### src/rtl/tx_link_control.sv
// Transmit link controller: streams preamble, payload read from the TX
// buffer RAM, and an appended reflected CRC-32 to the 4B5B encoder over a
// valid/ready byte handshake. Every output is driven straight from a flop.
module tx_link_control #(
  parameter int               n        = 11,
  parameter int               width    = 8,
  parameter int               PRE_LEN  = 2,
  parameter logic [width-1:0] PRE_BYTE = 8'h55
) (
  input  logic             clk,
  input  logic             rst_n,
  input  logic             tx_start,
  input  logic [n-1:0]     tx_len,
  output logic             tx_busy,
  output logic             tx_done,
  output logic             buf_ren,
  output logic [n-1:0]     buf_raddr,
  input  logic [width-1:0] buf_rdata,
  output logic             enc_frame,
  output logic             enc_valid,
  output logic [width-1:0] enc_data,
  input  logic             enc_ready
);

  typedef enum logic [2:0] {IDLE, PRE, FETCH, WAIT, DATA, CRC, DONE} state_t;

  localparam logic [3:0]   PRE_LAST = 4'(PRE_LEN - 1);
  localparam logic [n-1:0] ONE      = {{(n-1){1'b0}}, 1'b1};

  state_t         state, state_nxt;
  logic [n-1:0]   len_r, len_nxt;
  logic [n-1:0]   idx, idx_nxt;
  logic [31:0]    crc, crc_nxt;
  logic [3:0]     pre_cnt, pre_cnt_nxt;
  logic [1:0]     crc_cnt, crc_cnt_nxt;
  logic [31:0]    crc_tx;
  logic           xfer;

  logic             busy_d, done_d, ren_d, frame_d, valid_d;
  logic [n-1:0]     raddr_d;
  logic [width-1:0] data_d;

  // Reflected CRC-32 (poly 0xEDB88320) advanced by one full byte.
  function automatic logic [31:0] crc32_byte(input logic [31:0] c, input logic [7:0] d);
    logic [31:0] r;
    r = c ^ {24'h0, d};
    for (int i = 0; i < 8; i++) begin
      r = r[0] ? ((r >> 1) ^ 32'hEDB88320) : (r >> 1);
    end
    return r;
  endfunction

  assign xfer = enc_valid && enc_ready;

  // State register.
  always_ff @(posedge clk or negedge rst_n) begin
    if (!rst_n) state <= IDLE;
    else        state <= state_nxt;
  end

  // Next-state decode; handshake stalls simply hold the current state.
  always_comb begin
    state_nxt = state;
    unique case (state)
      IDLE: begin
        if (tx_start) begin
          if (PRE_LEN != 0)    state_nxt = PRE;
          else if (tx_len != 0) state_nxt = FETCH;
          else                  state_nxt = CRC;
        end
      end
      PRE:   if (xfer && pre_cnt == PRE_LAST) state_nxt = (len_r != 0) ? FETCH : CRC;
      FETCH: state_nxt = WAIT;
      WAIT:  state_nxt = DATA;
      DATA:  if (xfer) state_nxt = (idx == len_r - ONE) ? CRC : FETCH;
      CRC:   if (xfer && crc_cnt == 2'd3) state_nxt = DONE;
      DONE:  state_nxt = IDLE;
      default: state_nxt = IDLE;
    endcase
  end

  // Datapath next values: length capture, payload index, CRC, byte counters.
  always_comb begin
    len_nxt     = len_r;
    idx_nxt     = idx;
    crc_nxt     = crc;
    pre_cnt_nxt = pre_cnt;
    crc_cnt_nxt = crc_cnt;
    case (state)
      IDLE: begin
        if (tx_start) begin
          len_nxt     = tx_len;
          idx_nxt     = '0;
          crc_nxt     = 32'hFFFFFFFF;
          pre_cnt_nxt = '0;
          crc_cnt_nxt = '0;
        end
      end
      PRE:  if (xfer) pre_cnt_nxt = pre_cnt + 4'd1;
      DATA: begin
        if (xfer) begin
          crc_nxt = crc32_byte(crc, enc_data);
          idx_nxt = idx + ONE;
        end
      end
      CRC:  if (xfer) crc_cnt_nxt = crc_cnt + 2'd1;
      default: ;
    endcase
  end

  // Datapath registers.
  always_ff @(posedge clk or negedge rst_n) begin
    if (!rst_n) begin
      len_r   <= '0;
      idx     <= '0;
      crc     <= 32'hFFFFFFFF;
      pre_cnt <= '0;
      crc_cnt <= '0;
    end else begin
      len_r   <= len_nxt;
      idx     <= idx_nxt;
      crc     <= crc_nxt;
      pre_cnt <= pre_cnt_nxt;
      crc_cnt <= crc_cnt_nxt;
    end
  end

  // Output decode from the upcoming state so the flopped outputs line up
  // with the state they describe.
  always_comb begin
    busy_d  = (state_nxt != IDLE);
    done_d  = (state_nxt == DONE);
    ren_d   = (state_nxt == FETCH);
    frame_d = (state_nxt == PRE) || (state_nxt == FETCH) || (state_nxt == WAIT) ||
              (state_nxt == DATA) || (state_nxt == CRC);
    valid_d = (state_nxt == PRE) || (state_nxt == DATA) || (state_nxt == CRC);
    raddr_d = ren_d ? idx_nxt : buf_raddr;
    crc_tx  = ~crc_nxt;
    data_d  = enc_data;
    case (state_nxt)
      PRE:  data_d = PRE_BYTE;
      // Only the WAIT->DATA edge loads RAM data; a stalled DATA byte holds.
      DATA: if (state == WAIT) data_d = buf_rdata;
      CRC: begin
        case (crc_cnt_nxt)
          2'd0:    data_d = crc_tx[7:0];
          2'd1:    data_d = crc_tx[15:8];
          2'd2:    data_d = crc_tx[23:16];
          default: data_d = crc_tx[31:24];
        endcase
      end
      default: ;
    endcase
  end

  // Output registers.
  always_ff @(posedge clk or negedge rst_n) begin
    if (!rst_n) begin
      tx_busy   <= 1'b0;
      tx_done   <= 1'b0;
      buf_ren   <= 1'b0;
      buf_raddr <= '0;
      enc_frame <= 1'b0;
      enc_valid <= 1'b0;
      enc_data  <= '0;
    end else begin
      tx_busy   <= busy_d;
      tx_done   <= done_d;
      buf_ren   <= ren_d;
      buf_raddr <= raddr_d;
      enc_frame <= frame_d;
      enc_valid <= valid_d;
      enc_data  <= data_d;
    end
  end

endmodule
### config.mk
export PLATFORM = sky130hd
export DESIGN_NAME = tx_link_control
export DESIGN_NICKNAME = d
export VERILOG_FILES = /design/src/rtl/tx_link_control.sv
export SDC_FILE = /design/constraint.sdc
export NUM_CORES = 1
export LEC_CHECK = 0
export CAP_MARGIN = 25
export CORE_ASPECT_RATIO = 1.1
export CORE_MARGIN = 2
export CORE_UTILIZATION = 40
export DETAILED_ROUTE_END_ITERATION = 12
export GPL_ROUTABILITY_DRIVEN = 0
export HOLD_SLACK_MARGIN = 0.08
export PLACE_DENSITY = 0.56
export SKIP_LAST_GASP = 1
export SLEW_MARGIN = 10
export SYNTH_ARGS = -nofsm -noshare
export SYNTH_HDL_FRONTEND = slang
export SYNTH_SLANG_ARGS = --single-unit
### constraint.sdc
create_clock -name clk -period 4.3 [get_ports clk]
set_input_delay 0.86 -clock clk [delete_from_list [all_inputs] [get_ports clk]]
set_output_delay 0.86 -clock clk [all_outputs]
set_load 0.03 [all_outputs]
### After elaboration in Yosys (flattened, before gate mapping)

Cells that the tools add are included.

| storage, ports and cells | value |
|---|---|
| bits in registers | 87 |
| logic and storage cells | 94 |

| operators by class | value |
|---|---|
| add/subtract/negate cells | 4 |
| eq/ne operators | 19 |
| multiplexer cells | 30 |
| bitwise gates (word level) | 10 |
| reductions and logical operators | 18 |

Operators by type and width:

| kind | count |
|---|---|
| 32-bit two-way mux | 10 |
| 13-bit NOT with 14-bit output | 8 |
| 32-bit one-hot mux with 2 select lines | 1 |
| 8-bit one-hot mux with 3 select lines | 2 |
| 32-bit NOT | 1 |
| 32-bit by 8-bit bitwise XOR with 32-bit output | 1 |
| 11-bit two-way mux | 2 |
| 11-bit one-hot mux with 2 select lines | 1 |
| 3-bit two-way mux | 6 |
| 3-bit one-hot mux with 6 select lines | 1 |
| 3-bit == test, second input constant | 5 |
| 3-bit by 2-bit == test with 1-bit output, second input constant | 4 |
| 11-bit by 1-bit adder with 11-bit output, second input constant | 1 |
| 11-bit == test | 1 |
| 11-bit nonzero test | 1 |
| 11-bit by 1-bit subtractor with 11-bit output, second input constant | 1 |
| 4-bit two-way mux | 2 |
| 8-bit two-way mux | 1 |
| 4-bit one-hot mux with 2 select lines | 1 |
| 3-bit by 1-bit == test with 1-bit output, second input constant | 2 |
| 1-bit logical OR | 6 |
| 3-bit nonzero test | 2 |
| 4-bit by 1-bit adder with 4-bit output, second input constant | 1 |
| 2-bit == test, second input constant | 2 |
| other kinds (13) | 18 |

### Longest topological paths before layout

Gate-level depths: netlist (run 1).

| logic depth | value |
|---|---|
| depth after elaboration | 22 |
| mapped depth | 12 |
| gate-level depth less buffers | 11 |

### Least setup slack after synthesis (run 1)

No wires, ideal clock.

| timing | value |
|---|---|
| kind | input port to flip-flop |
| start | in enc_ready |
| end | reg buf_raddr[10] |
| library setup time | 128 ps |
| arrival | 2,535 ps |
| path slack | 1,637 ps |
| stages | 8 |
| path buffers | 1 |
| cells stage by stage | nand2_1 > nor4b_1 > o21ai_1 > a31oi_1 > o21a_1 > nor2b_4 > buf_6 > mux2_1 |

| on the way | value |
|---|---|
| word-level cells in the longest chain between the ends | 5 |
| elaborated cells on any way between the ends | 10 |
| those cells by class | eq/ne (1); mux (6); reduce/logical (3) |

RTL lines:

| item | RTL line | RTL |
|---|---|---|
| from (decl) | 22 | `input logic enc_ready` |
| 1-bit logical AND (*) | 53 | `assign xfer = enc_valid && enc_ready;` |
| 1-bit logical AND (on tied branches) | 76, 72 |  |
| 3-bit two-way mux (on tied branches) | 76, 72 |  |
| 3-bit one-hot mux with 6 select lines (*) | 64 | `unique case (state)` |
| 3-bit by 2-bit == test with 1-bit output (*) | 133 | `ren_d = (state_nxt == FETCH);` |
| via ren_d | 39 | `logic busy_d, done_d, ren_d, frame_d, valid_d;` |
| to (signal assigned) | 170 | `buf_raddr <= raddr_d;` |
| to (decl) | 17 | `output logic [n-1:0] buf_raddr,` |

The timed path passes the listed nets; every way through them passes the cells marked *.
A chain may end at the register's enable or synchronous reset.

### Worst setup path after layout (run 1)

| timing | value |
|---|---|
| start | in enc_ready |
| end | reg buf_raddr[8] |

| on the way | value |
|---|---|
| word-level cells in the longest chain between the ends | 5 |
| elaborated cells on any way between the ends | 10 |
| those cells by class | eq/ne (1); mux (6); reduce/logical (3) |

RTL lines:

| item | RTL line |
|---|---|
| 1-bit logical AND (*) | 53 |
| 1-bit logical AND (on tied branches) | 76, 72 |
| 3-bit two-way mux (on tied branches) | 76, 72 |
| 3-bit one-hot mux with 6 select lines | 64 |
| 3-bit by 2-bit == test with 1-bit output | 133 |

Mark *: on every way between the ends. The rest lies on a longest branch, timed or not.

==> flow_summary.yaml, run 1 <==
routing:
  drc_errors: 0
  wl_mm: 13.7
  vias: 3978
  vias_per_cell: 5.43
  dr.pass1.iters: 5
  drtAntennaViolNets: 0
  wl_per_cell_um: 18.7
  drt_iter0_markers: 209
synthesis:
  yosysWarnings: 0
  synth_flop_cell: "dfrtp_1"
  synth-async-reset-ratio: 1.00
  ys_types: 78
  synth_fp_nets: 549
  synthTopCellsByArea: "dfrtp_1, dfstp_2, xnor2_1, nand2_1, xor2_1"
  yosysTopAreaCell: "dfrtp_1"
  syn_inst: 521
  seq_area_frac_synth: 0.426
  synth_edf_count: 0
  netlist_area_um2: 5210
  ys_seq_elements: 87
  synth_top_area_frac: 0.264
  syn_area_per_cell_um2: 10.0
place:
  placed_cells: 716
  placed_area_um2: 5860
  portBuffers: 46
  dp_hpwl_mm: 9.83
sta:
  finalSetupViolations: 0
  maxSlewViolCount: 0
  final.min_clock_period_ns: 3.40
  rsz0062_at_grt: "false"
  hold_viol_final: 0
  relSlewSlack: 0.344
  setup_tns_ns: 0
  worst-slew-pin-transition_ns: 0.978
  fmax_mhz: 294
  clock_skew_ns: 0.0117
  finalCritPeriodShare: 0.790
run:
  cap_violations: 0
final_layout:
  stdcell_area_um2: 6120
  nets: 598
  multi_input_area_um2: 2840
  ff_latch_area_um2: 2220
  nFillCells: 1182
  drive_gt1_frac: 0.162
  n_antenna_cell: 0
  finalNonFillerCells: 732
  synthToLayoutAreaGrowth_pct: 17.6
critical_path:
  critPathKind: "input port to flop"
  cp_max_fo: 12
  slowest_stage: "clkdlybuf4s50_1"
  worstPathArrival_ns: 3.62
  worstPathRequired_ns: 4.53
  startpoint_type: "input port"
  end_kind: "flop"
  slowest_delay_ns: 0.53
  crit_chain: "clkdlybuf4s50_1 -> nand2_1 -> nor4b_1 -> o21ai_1 -> a31oi_1 -> o21a_1 -> nor2b_4 -> mux2_1"
floorplan:
  initial_core_util: 0.412
  die-area_um2: 14000
  core_um2: 12600
  fp.dieH_um: 124
  die_w_um: 113
  io_pins: 47
  rows: 43
global_route:
  grt_max_degree: 40
  grt_pass1_vias: 4013
  antenna_found_initial: 0
  grt_pass1_wl_mm: 22.2
  grtUsageTotal: 0.207
  grt_overflow: 0
clock_network:
  clock-sinks: 87
  holdBufCountCts: 0
  clock_latency_ns: 0.35
  tritoncts: "yes"
  clk_pin_slew_ns: 0.06
  postCtsSetupBuffers: 0
  cts-htree-levels: 3
  numCtsBuffers: 9
  clock-root-buffer: "clkbuf_16"
  cts-resized-gates: 0
  cts.path.max_buffers: 2
power_and_ir_drop:
  leakage_nw: 2.50
  peakVddDrop_uv: 602
  p_per_area_nw_per_um2: 918
status:
  status: "finished, final reports clean"
hold_path:
  hp-class: "flop to flop"
-- per-stage QoR --
stage	setup slack, ns	hold WS, ns	util	power, W
global route	0.793	0.508	0.484	0.00599
detailed placement	0.603	0.480	0.464	0.00489
finish	0.902	0.488	0.484	0.00563
global placement	0.691	0.470	0.464	0.00488
floorplan	1.64	0.489	-	0.00410
CTS	0.955	0.493	0.484	0.00565
-- registers in the layout, summed over array words and instances (netlist names) --
register and flops:
crc_cnt 2, buf_ren 1, enc_valid 1, enc_frame 1, tx_done 1, tx_busy 1
idx 11, buf_raddr 11, len_r 11, enc_data 8, pre_cnt 4, crc 32
state 3
-- synth_stat cells, types with 3 or more instances --
master / n
a31oi_1: 4
o211ai_1: 4
mux2_4: 8
o21ai_1: 6
o21ai_0: 17
a32oi_1: 4
and2_1: 3
xor2_1: 26
mux2_1: 3
dfrtp_1: 55
nand2_1: 68
nor2_1: 39
nor4_1: 7
nand2b_1: 4
xnor2_2: 8
nand4_1: 5
nand3_1: 18
o21a_1: 3
clkbuf_1: 9
inv_1: 10
o22a_1: 3
and3_1: 3
ha_1: 5
xnor2_1: 43
dfstp_2: 32
buf_2: 8
or2_2: 3
o2111ai_1: 3
xnor3_1: 3
nor3_1: 7
nor3b_1: 3
mux2i_1: 10
a21oi_1: 42
-- kinds of logic (layout without fill, tap and decap cells) --
kind of cell             Yosys count  in the layout  share of synthesized area
AND/OR/NAND/NOR                  177            177                      0.170
AO/OA/AOI/OAI                    112            112                      0.143
flip-flops                        87             87                      0.426
XOR/XNOR                          84             84                      0.172
buffers and inverters             35             89                     0.0298
multiplexers                      21             21                     0.0488
adder cells (fa/ha/maj)            5              5                     0.0120
-- worst max-delay path: cells and delay by family --
family          cells  cell delay, ns
simple gates        3            1.00
compound gates      3            0.86
buf+inv             1            0.53
mux                 1            0.37
-- routing by layer --
layer	wire [um]	GRT usage
met1	6430	0.269
met3	395	0.0292
met5	0	0
met4	313	0.0869
met2	6580	0.350
-- final cells by class --
cell class | count | area share
Timing Repair Buffer | 59 | 0.0907
Clock inverter | 1 | 0.000817
Multi-Input combinational cell | 399 | 0.463
Sequential cell | 87 | 0.362
Inverter | 14 | 0.00899
Clock buffer | 15 | 0.0421
Tap cell | 157 | 0.0321
-- placed cells by master (no fill, tap or decap), types with 6 or more instances in the layout --
cell type	Yosys	routed
buf_4	1	14
nand2_1	68	68
clkdlybuf4s50_1	0	45
nor2_1	39	39
xnor2_2	8	8
a21oi_1	42	42
nor4_1	7	7
clkbuf_16	0	9
o21ai_0	17	17
nand3_1	18	18
inv_1	10	10
xor2_1	26	26
mux2i_1	10	10
dfrtp_1	55	55
dfstp_2	32	32
mux2_4	8	8
o21ai_1	6	6
xnor2_1	43	43
nor3_1	7	7
-- power by group --
group,switching (W),internal [W],total (W)
registers,0.000307,0.00115,0.00146
logic,0.00187,0.00157,0.00344
clock network,0.000315,0.000408,0.000723
-- final timing paths --
kind / start / to / slack, ns / cells after the start
max in group asynchronous: rst_n / crc[27]$_DFF_PN1_ / 2.99 / 2
setup / recovery: enc_ready / buf_raddr[8]$_DFFE_PN0P_ / 0.90 / 8
setup reg to reg: state[1]$_DFF_PN0_ / enc_data[2]$_DFFE_PN0P_ / 1.23 / 8
hold reg to reg: buf_raddr[7]$_DFFE_PN0P_ / buf_raddr[7]$_DFFE_PN0P_ / 0.49 / 1
min in group asynchronous: rst_n / enc_data[5]$_DFFE_PN0P_ / 0.51 / 1
hold / removal: buf_raddr[7]$_DFFE_PN0P_ / buf_raddr[7]$_DFFE_PN0P_ / 0.49 / 1
(Power assumes the default switching activity.)
==> inputs of run 2 (changes only) <==
--- a/config.mk
+++ b/config.mk
@@ -12,7 +12,7 @@
 export DETAILED_ROUTE_END_ITERATION = 12
 export GPL_ROUTABILITY_DRIVEN = 0
 export HOLD_SLACK_MARGIN = 0.08
-export PLACE_DENSITY = 0.56
+export PLACE_DENSITY = 0.58
 export SKIP_LAST_GASP = 1
 export SLEW_MARGIN = 10
 export SYNTH_ARGS = -nofsm -noshare
==> constraint.sdc (replaced) <==
create_clock -name clk -period 3.1 [get_ports clk]
set_input_delay 0.62 -clock clk [delete_from_list [all_inputs] [get_ports clk]]
set_output_delay 0.62 -clock clk [all_outputs]
set_load 0.03 [all_outputs]
==> run 2 against run 1 <==
Net effect:
- critical path depth increased by 3
- flip-flop and latch count unchanged
- clock skew decreased by 0.0048 ns
- utilization increased by 1.4 points
==> flow_summary.yaml, run 2 (synthesis gave the netlist of run 1 again) <==
power_and_ir_drop:
  leakage_nw: 2.58
  p_sw_frac: 0.433
  pwr-share-comb: 0.611
  peakVddDrop_uv: 605
  clockPowerShare: 0.138
  power.switching_w: 0.00350
  p_per_area_nw_per_um2: 1280
  seq_power_share: 0.251
  p_int_w: 0.00459
status:
  status: "finished, final reports clean"
critical_path:
  worstPathArrival_ns: 3.11
  worstPathRequired_ns: 3.34
  cp_max_fo: 12
  slowest_delay_ns: 0.44
  path_buf_inv: 2
  slowest_stage: "dfrtp_1"
  end_kind: "flop"
  startpoint_type: "flop"
  critPathKind: "flop to flop"
  crit_family: "simple AND/OR/NAND/NOR gates"
  crit_chain: "inv_1 -> ha_1 -> nor3b_4 -> nand3_1 -> xnor2_1 -> a2111oi_4 -> a31oi_1 -> o21a_1 -> nor2b_4 -> buf_12 -> mux2_1"
global_route:
  grt_pass1_vias: 4052
  grtUsageTotal: 0.208
  grt_pass1_wl_mm: 22.0
  antenna_found_initial: 0
  grt_max_degree: 53
  grt_overflow: 0
sta:
  rsz0062_at_grt: "false"
  hold_viol_final: 0
  finalSetupViolations: 0
  finalCritPeriodShare: 0.927
  fmax_mhz: 348
  clock_skew_ns: 0.00690
  final.min_clock_period_ns: 2.87
  relSlewSlack: 0.549
  worst-slew-pin-transition_ns: 0.673
  worst_slack_ns: 0.225
  maxSlewViolCount: 0
final_layout:
  nFillCells: 1159
  nets: 608
  final_cell_mix: "nand2_1, dfrtp_1, clkdlybuf4s50_1, xnor2_1, a21oi_1"
  stdcell_area_um2: 6310
  ff_latch_area_um2: 2220
  drive_gt1_frac: 0.183
  n_antenna_cell: 0
  largest_register_ffs: 32
  multi_input_area_um2: 2840
  final_common_cell: "nand2_1"
  regMostFlops: "crc"
  synthToLayoutAreaGrowth_pct: 21.0
routing:
  dr.pass1.iters: 5
  drc_errors: 0
  drtAntennaViolNets: 0
  drt_iter0_markers: 237
  vias: 4091
  vias_per_cell: 5.51
  wl_per_cell_um: 18.3
  wl_mm: 13.6
clock_network:
  cts.path.max_buffers: 2
  postCtsSetupBuffers: 0
  tritoncts: "yes"
  numCtsBuffers: 9
  clock-root-buffer: "clkbuf_16"
  clock_latency_ns: 0.35
  clk_pin_slew_ns: 0.06
  cts-htree-levels: 3
  cts-resized-gates: 0
  clock-sinks: 87
  holdBufCountCts: 0
place:
  portBuffers: 46
  dp_hpwl_mm: 9.70
  placed_area_um2: 6000
  pre_cts_slack_ns: -0.00928
floorplan:
  die-area_um2: 14000
  rows: 43
  fp.dieH_um: 124
  core_um2: 12600
  initial_core_util: 0.412
  die_w_um: 113
  io_pins: 47
run:
  cap_violations: 0
hold_path:
  hp-class: "input port to asynchronous set/reset pin"
run 2: cell count changes in the layout (fill, tap and decap cells not counted):
cell and delta:
buf_12 +5, nor3b_4 +1, bufinv_16 +1, clkbuf_1 -4
nor3b_2 -1, clkinvlp_4 +3, buf_4 +5
run 2: routing by layer:
metal | GRT usage | vias to the layer above | wire (um) | part of all wire
li1 | - | 1949 | - | -
met1 | 0.272 | 2005 | 6050 | 0.45
met2 | 0.338 | 119 | 6600 | 0.49
met3 | 0.0345 | 18 | 628 | 0.046
met4 | 0.0968 | 0 | 307 | 0.023
met5 | 0 | - | 0 | 0
run 2: final timing paths:
kind	start	to	slack, ns	cells after the start
max reg2reg	len_r[0]$_DFFE_PN0P_	buf_raddr[7]$_DFFE_PN0P_	0.23	11
min in group clk	buf_raddr[10]$_DFFE_PN0P_	buf_raddr[10]$_DFFE_PN0P_	0.49	1
min	rst_n	len_r[4]$_DFFE_PN0P_	0.22	1
max in group asynchronous	rst_n	crc[3]$_DFF_PN1_	2.19	2
min reg2reg	buf_raddr[10]$_DFFE_PN0P_	buf_raddr[10]$_DFFE_PN0P_	0.49	1
max	len_r[0]$_DFFE_PN0P_	buf_raddr[7]$_DFFE_PN0P_	0.23	11
run 2: final cells by class:
type,instances,area share
Inverter,14,0.00873
Timing Repair Buffer,69,0.110
Clock buffer,11,0.0385
Tap cell,157,0.0312
Multi-Input combinational cell,399,0.451
Sequential cell,87,0.352
Clock inverter,5,0.00913
run 2: stage by stage:
step / std cells / TNS, ns / hold slack, ns / utilization / power, W
final: 742 / 0 / 0.221 / 0.499 / 0.00809
after global routing: 742 / 0 / 0.263 / 0.499 / 0.00860
after floorplan: 521 / 0 / 0.324 / - / 0.00569
after global placement: 726 / 0 / 0.469 / 0.475 / 0.00693
after detailed placement: 726 / -0.00928 / 0.479 / 0.475 / 0.00697
after CTS: 742 / 0 / 0.239 / 0.498 / 0.00814
run 2: power by group through the flow:
stage / registers [W] / clock network [W] / logic (W)
floorplan: 0.00203 / 0 / 0.00366
detailed placement: 0.00204 / 0 / 0.00493
global route: 0.00210 / 0.00119 / 0.00532
finish: 0.00203 / 0.00112 / 0.00494
CTS: 0.00203 / 0.00115 / 0.00496
global placement: 0.00203 / 0 / 0.00490
